[src/rtl/pipe_sched.sv]
// Round-robin issue controller feeding a shared 3-stage
// pipeline that computes f = ((a+b) + (c-d)) * d mod 2^N.
module pipe_sched #(
  parameter int N    = 10,
  parameter int REQS = 4,
  parameter int TW   = 2
) (
  input  logic              clk,
  input  logic              rst,
  input  logic [REQS-1:0]   req,
  input  logic [REQS*N-1:0] a_bus,
  input  logic [REQS*N-1:0] b_bus,
  input  logic [REQS*N-1:0] c_bus,
  input  logic [REQS*N-1:0] d_bus,
  output logic [REQS-1:0]   gnt,
  output logic [N-1:0]      f,
  output logic [TW-1:0]     out_tag,
  output logic              out_valid,
  input  logic              out_ready,
  output logic [1:0]        inflight
);

  logic [TW-1:0] ptr_q, ptr_d;
  logic [TW-1:0] win;
  logic          found;
  logic          stall;
  logic          issue;

  logic [N-1:0]  a_w, b_w, c_w, d_w;
  logic [N-1:0]  x1_q, x2_q, d1_q;
  logic [N-1:0]  x1_d, x2_d;
  logic [TW-1:0] t1_q;
  logic          v1_q;
  logic [N-1:0]  x3_q, d2_q, x3_d;
  logic [TW-1:0] t2_q;
  logic          v2_q;
  logic [N-1:0]  f_q, f_d;
  logic [TW-1:0] tag_q;
  logic          ov_q;
  logic [1:0]    infl_q, infl_d;

  assign stall = ov_q & ~out_ready;

  // First set request at or above ptr, wrapping around.
  always_comb begin
    logic [TW-1:0] idx;
    idx   = '0;
    found = 1'b0;
    win   = '0;
    for (int k = 0; k < REQS; k++) begin
      idx = ptr_q + TW'(k);
      if (!found && req[idx]) begin
        found = 1'b1;
        win   = idx;
      end
    end
  end

  always_comb begin
    gnt = '0;
    if (found && !stall && !rst)
      gnt[win] = 1'b1;
  end

  assign issue = |gnt;
  assign ptr_d = issue ? win + TW'(1) : ptr_q;

  assign a_w = a_bus[win*N +: N];
  assign b_w = b_bus[win*N +: N];
  assign c_w = c_bus[win*N +: N];
  assign d_w = d_bus[win*N +: N];

  assign x1_d = a_w + b_w;
  assign x2_d = c_w - d_w;
  assign x3_d = x1_q + x2_q;
  assign f_d  = x3_q * d2_q;

  // A stall freezes every valid bit, so occupancy holds too.
  assign infl_d = stall ? infl_q
                : {1'b0, issue} + {1'b0, v1_q} + {1'b0, v2_q};

  always_ff @(posedge clk or posedge rst) begin
    if (rst) begin
      ptr_q  <= '0;
      x1_q   <= '0;
      x2_q   <= '0;
      d1_q   <= '0;
      t1_q   <= '0;
      v1_q   <= 1'b0;
      x3_q   <= '0;
      d2_q   <= '0;
      t2_q   <= '0;
      v2_q   <= 1'b0;
      f_q    <= '0;
      tag_q  <= '0;
      ov_q   <= 1'b0;
      infl_q <= '0;
    end else begin
      ptr_q  <= ptr_d;
      infl_q <= infl_d;
      if (!stall) begin
        v1_q <= issue;
        if (issue) begin
          x1_q <= x1_d;
          x2_q <= x2_d;
          d1_q <= d_w;
          t1_q <= win;
        end
        x3_q  <= x3_d;
        d2_q  <= d1_q;
        t2_q  <= t1_q;
        v2_q  <= v1_q;
        f_q   <= f_d;
        tag_q <= t2_q;
        ov_q  <= v2_q;
      end
    end
  end

  assign f         = f_q;
  assign out_tag   = tag_q;
  assign out_valid = ov_q;
  assign inflight  = infl_q;

endmodule
[config.mk]
export PLATFORM = sky130hd
export DESIGN_NAME = pipe_sched
export DESIGN_NICKNAME = d
export VERILOG_FILES = /design/src/rtl/pipe_sched.sv
export SDC_FILE = /design/constraint.sdc
export NUM_CORES = 1
export LEC_CHECK = 0
export ABC_CLOCK_PERIOD_IN_PS = 11500
export CAP_MARGIN = 20
export CORE_UTILIZATION = 54
export DETAILED_ROUTE_END_ITERATION = 7
export MAX_ROUTING_LAYER = met4
export PLACE_DENSITY = 0.91
export SETUP_SLACK_MARGIN = 0.3
export SYNTH_ARGS = -nofsm -noshare
export SYNTH_HDL_FRONTEND = slang
export SYNTH_SLANG_ARGS = --single-unit
[constraint.sdc]
create_clock -name clk -period 11.5 [get_ports clk]
set_input_delay 2.3 -clock clk [delete_from_list [all_inputs] [get_ports clk]]
set_output_delay 2.3 -clock clk [all_outputs]
set_load 0.05 [all_outputs]
**Word-level counts from Yosys, hierarchy flattened**

Index checks and enable logic that the tools add are counted.

- Logic and storage cells: 70
- Flip-flop bits (word level): 73
- Output and inout port bits: 19
- Input bits: 167

- Order comparisons: 6
- $add $sub $neg: 9
- Bitwise operators: 3
- Shifts and indexed selects: 4
- Multipliers: 2
- Muxes and demuxes: 19
- Reductions and logical operators: 13

Operators with widths:

| kind | count |
|---|---|
| indexed part select 40 x 7 -> 10 bit | 4 |
| adder 10 bit | 2 |
| less-than comparator 2 x 3 -> 1 bit (second input constant) | 5 |
| multiplier 10 x 10 -> 10 bit | 1 |
| subtractor 10 bit | 1 |
| 2-to-1 mux 1 bit | 9 |
| binary-select mux 1 bit (select 2 bit) | 4 |
| 2-to-1 mux 2 bit | 4 |
| logical AND 1 bit | 6 |
| logical NOT 1 bit | 5 |
| multiplier 2 x 3 -> 5 bit (second input constant) | 1 |
| adder 2 x 1 -> 2 bit (second input constant) | 2 |
| adder 2 bit (second input constant) | 2 |
| 2-to-1 mux 4 bit | 1 |
| OR reduction 4 bit | 1 |
| adder 1 x 1 -> 2 bit | 1 |
| adder 2 x 1 -> 2 bit | 1 |
| demux 1 bit (select 2 bit) | 1 |
| greater-or-equal comparator 2 x 1 -> 1 bit (second input constant) | 1 |
| NOT 1 bit | 2 |
| AND reduction 2 bit | 1 |
| AND 1 bit | 1 |

**Depth between registers and ports, before layout**

- Depth after elaboration: 20
- Mapped depth: 19
- Depth with buffers taken out: 17

**Least setup slack after synthesis**

No wires, ideal clock.

- Path type: input -> output
- From: input port req[2]
- To: output port gnt[3]
- Arrival time: 4.120 ns
- Data required time: 9.200 ns
- Buffers on the path: 4
- Cell stages on the path: 10
- Path slack: 5.080 ns
- Cells stage by stage: mux2i_1 nor2_1 or3_1 buf_6 clkinv_4 buf_2 buf_2 buf_2 ha_1 and2_1

- Longest elaborated chain between the ends: 17
- Elaborated cells between the ends (all ways): 30
- Those cells by class: order compare: 2; mux: 19; reduce/logical: 9

RTL lines:

| element | RTL line | RTL |
|---|---|---|
| start: declaration | 10 | `input logic [REQS-1:0] req,` |
| binary-select mux 1 bit (select 2 bit) | 52 | `if (!found && req[idx]) begin` |
| 2-to-1 mux 1 bit (not written as such) | 52 |  |
| 2-to-1 mux 1 bit | 52 |  |
| logical NOT 1 bit | 52 |  |
| logical AND 1 bit | 52 |  |
| 2-to-1 mux 1 bit | 52 |  |
| logical NOT 1 bit | 52 |  |
| logical AND 1 bit | 52 |  |
| (+2 left out) | -- |  |
| logical AND 1 bit | 52 |  |
| 2-to-1 mux 2 bit * | 52 |  |
| via win[0] | 24 | `logic [TW-1:0] win;` |
| less-than comparator 2 x 3 -> 1 bit (not written as such) or greater-or-equal comparator 2 x 1 -> 1 bit (tied branches) | 62 | `gnt[win] = 1'b1;` |
| logical AND 1 bit (not written as such) | 62 |  |
| 2-to-1 mux 1 bit (not written as such) | 62 |  |
| demux 1 bit (select 2 bit) * | 62 |  |
| 2-to-1 mux 4 bit * | 61 | `if (found && !stall && !rst)` |
| end: declaration | 15 | `output logic [REQS-1:0] gnt,` |

The timed path passes the listed nets; every way through them passes the cells marked *. The select of a mux whose other input is x is not followed.

**Worst setup path in the final report**

- From: input port req[1]
- To: output port gnt[0]

- Longest elaborated chain between the ends: 17
- Elaborated cells between the ends (all ways): 30
- Those cells by class: order compare: 2; mux: 19; reduce/logical: 9

RTL lines:

| element | RTL line |
|---|---|
| binary-select mux 1 bit (select 2 bit) | 52 |
| 2-to-1 mux 1 bit (not written as such) | 52 |
| 2-to-1 mux 1 bit | 52 |
| logical NOT 1 bit | 52 |
| logical AND 1 bit | 52 |
| 2-to-1 mux 1 bit | 52 |
| logical NOT 1 bit | 52 |
| logical AND 1 bit | 52 |
| 2-to-1 mux 1 bit | 52 |
| logical NOT 1 bit | 52 |
| logical AND 1 bit | 52 |
| 2-to-1 mux 2 bit | 52 |
| less-than comparator 2 x 3 -> 1 bit (not written as such) or greater-or-equal comparator 2 x 1 -> 1 bit (tied branches) | 62 |
| logical AND 1 bit (not written as such) | 62 |
| 2-to-1 mux 1 bit (not written as such) | 62 |
| demux 1 bit (select 2 bit) | 62 |
| 2-to-1 mux 4 bit * | 61 |

Every way passes the cells marked *; elsewhere a longest branch is shown, timed or not. The select of a mux whose other input is x is not followed.

==> out/metrics.cfg <==
[status]
status = finished clean

[die]
num_rows = 40
die_w_microns = 113
core_region_area_sq_um = 12100
die_area_sq_um = 12900
die_h_microns = 113
pin_count = 186
start_util_pct = 55.6

[sta]
post-route-min-period_ns = 7.57
fin_skew_ns = 0.0102
clock.fmax_mhz = 132
setup_tns_ns = 0
whs_ns = 0.469
slew_headroom_pct = 39.1
worst_slew_pin_slew_ns = 0.913
period_share_pct = 65.9
fin_ws_ns = 3.93
setup_viol = 0
finalHoldViolCount = 0
rsz0062_at_grt = false
slew_viol_final = 0

[setup_path]
crit_arrival_ns = 5.27
r2r-start = ptr_q[1]$_DFFE_PP0N_
worstPathMaxFanout = 75
crit_required_ns = 9.20
crit_type = primary input to output pin
start_kind = primary input
end_kind = output pin
startpoint = req[1]

[clocking]
cts_tree = built
clkTransAtPathRegs_ns = 0.06
cts_sinks = 73
cts.path.max_buffers = 2
cts_resized = 0
ctsHoldBuffers = 0
cts.htree.levels = 3
clock-root-buffer = clkbuf_16
numCtsBuffers = 9
postCtsSetupRepairBufs = 0
clk_latency_ns = 0.34

[final_layout]
multiInputGateArea_sq_um = 4480
antennaDiodeCount = 0
areaGrowthSynthToFinish_pct = 33.8
fin_util_pct = 74.4
drive_gt1_share_pct = 3.66
nNetsFinal = 1283
regArea_sq_um = 1830
n_fill_cell = 856

[synth]
syn-cell-area_sq_um = 6710
avgSynthCellArea_sq_um = 7.61
synth_compound_area_share_pct = 13.3
async_flop_share_pct = 100
synth_seq_area_share_pct = 27.2
yosys.area_share.adder_pct = 18.0
synthTopCellsByArea = dfrtp_1, nand2_1, ha_1
yosys.area_share.simple_pct = 28.2
synth_fp_nets = 1129
synth_top_family_by_area = simple AND/OR/NAND/NOR gates
muxShareOfSynthArea_pct = 1.59
synth_top_area_share_pct = 27.2
synth_top_cell_by_area = dfrtp_1
ys.flop_type = dfrtp_1
postSynthRegisterBits = 73
ys_types = 49
synth_xor_area_share_pct = 5.36
ys_warn_count = 0
synth_edf_count = 0
syn-instance-count = 881

[place]
dp_slack_ns = 3.98
dp_hpwl_microns = 14300
place.gp.congestion = 0.916
port_buffers = 185

[global_routing]
grt_max_degree = 76
track_usage_pct = 32.6
grt-ovfl-total = 0
grt_pass1_vias = 6733
antenna_found_initial = 0
grt_pass1_wl_microns = 31600

[job]
cap_viol_max_count = 0

[power]
p_leak_nw = 4.23
vdd_drop_max_v = 0.000181
power.density_nw_per_um2 = 369

[drt]
avgViaCountPerCell = 5.54
routedWlPerCell_microns = 16.2
drc = 0
first_pass_iters = 7
antenna_left = 0
num_vias = 6688
routed_wl_microns = 19500
drtIter0Drc = 535

[hold_path]
hold_path.startpoint = f[1]$_DFFE_PP0N_
hold_path_class = flop to flop

placed cells by master, fill, tap and decap left out, drive strengths merged, types with 3 or more instances in the layout:
| master | count |
|---|---|
| nand2 | 288 |
| clkdlybuf4s50 | 185 |
| dfrtp | 73 |
| o21ai | 57 |
| ha | 55 |
| inv | 55 |
| xnor2 | 31 |
| and3 | 28 |
| and2 | 27 |
| fa | 26 |
| a21oi | 25 |
| nand3 | 25 |
| a31oi | 25 |
| nor2 | 17 |
| xor2 | 10 |
| a21o | 10 |
| nor3b | 10 |
| clkbuf | 9 |
| buf | 7 |
| a211oi | 7 |
| nand2b | 6 |
| nor2b | 6 |
| o31ai | 5 |
| mux2i | 5 |
| mux2 | 5 |
| a21boi | 4 |
| nor3 | 4 |
| or3 | 3 |
| o21bai | 3 |
| nor4b | 3 |
| bufinv | 3 |
| or4b | 3 |
report_power, final:
| group | internal [mW] | switching [mW] | leakage [nW] |
|---|---|---|---|
| logic | 1.07 | 1.38 | 3.18 |
| registers | 0.404 | 0.132 | 0.891 |
| clock network | 0.212 | 0.111 | 0.162 |
flip-flops by register name (all words and copies together) (netlist names), 2 cells and up:
register,count
ptr_q,2
f,10
x1_q,10
t1_q,2
inflight,2
x2_q,10
d1_q,10
t2_q,2
x3_q,10
d2_q,10
out_tag,2
layer usage:
metal | vias to the layer above | part of all wire, % | GRT usage (%)
li1 | 3221 | - | -
met1 | 3129 | 38 | 36.0
met2 | 281 | 53 | 58.4
met3 | 57 | 6.1 | 5.37
met4 | 0 | 3.0 | 13.3
met5 | - | 0 | -
stage by stage:
| step | std cells | area [sq um] | power (mW) |
|---|---|---|---|
| after floorplan | 881 | 6710 | 2.38 |
| after global routing | 1207 | 8970 | 3.65 |
| after global placement | 1192 | 8630 | 2.81 |
| after CTS | 1207 | 8970 | 3.32 |
| final | 1207 | 8970 | 3.31 |
| after detailed placement | 1192 | 8630 | 2.94 |
final cells by class:
class	instances	area share (%)
Inverter	55	2.36
Tap cell	168	2.34
Clock inverter	6	1.28
Multi-Input combinational cell	704	49.9
Clock buffer	9	2.51
Sequential cell	73	20.4
Timing Repair Buffer	192	21.2
kinds of logic (layout without fill, tap and decap cells):
logic type / count (synthesis) / count (layout)
buffers and inverters: 104 / 262
xor gates and xnor gates: 41 / 41
muxes: 10 / 10
and+or+nand+nor: 425 / 425
DFF: 73 / 73
AOI/OAI and AO/OA: 147 / 147
adders and majority gates: 81 / 81
worst max-delay path, stage by stage:
cell and delay, ns:
clkdlybuf4s50_1 0.49, nand2b_1 0.21, o211a_2 0.28, nor2_4 0.10
buf_4 0.55, inv_2 0.18, ha_1 0.26, and2_1 0.15
clkdlybuf4s50_1 0.70
synthesized netlist by cell type (6+ instances only):
master    instances
a211oi_1          6
and3_1           28
inv_1            53
nand2_1         288
nor2b_1           6
xnor2_1          31
o21ai_0          57
ha_1             55
clkbuf_1         29
a21oi_1          25
xor2_1           10
nor3b_1          10
buf_2            14
nand2b_1          6
fa_1             26
a31oi_1          25
dfrtp_1          73
a21o_1           10
and2_1           27
nand3_1          25
nor2_1           17
worst paths after layout:
check                                      end  slack, ns  cells after the start
setup / recovery                        gnt[0]       3.93                      9
hold reg to reg               f[1]$_DFFE_PP0N_       0.47                      2
setup reg to reg           x2_q[8]$_DFFE_PP0P_       6.67                     19
min in group asynchronous  x1_q[8]$_DFFE_PP0P_       2.59                      3
hold / removal                f[1]$_DFFE_PP0N_       0.47                      2
max in group asynchronous     f[8]$_DFFE_PP0N_       8.30                      3
Note: power is estimated with default switching activity, not from simulation.
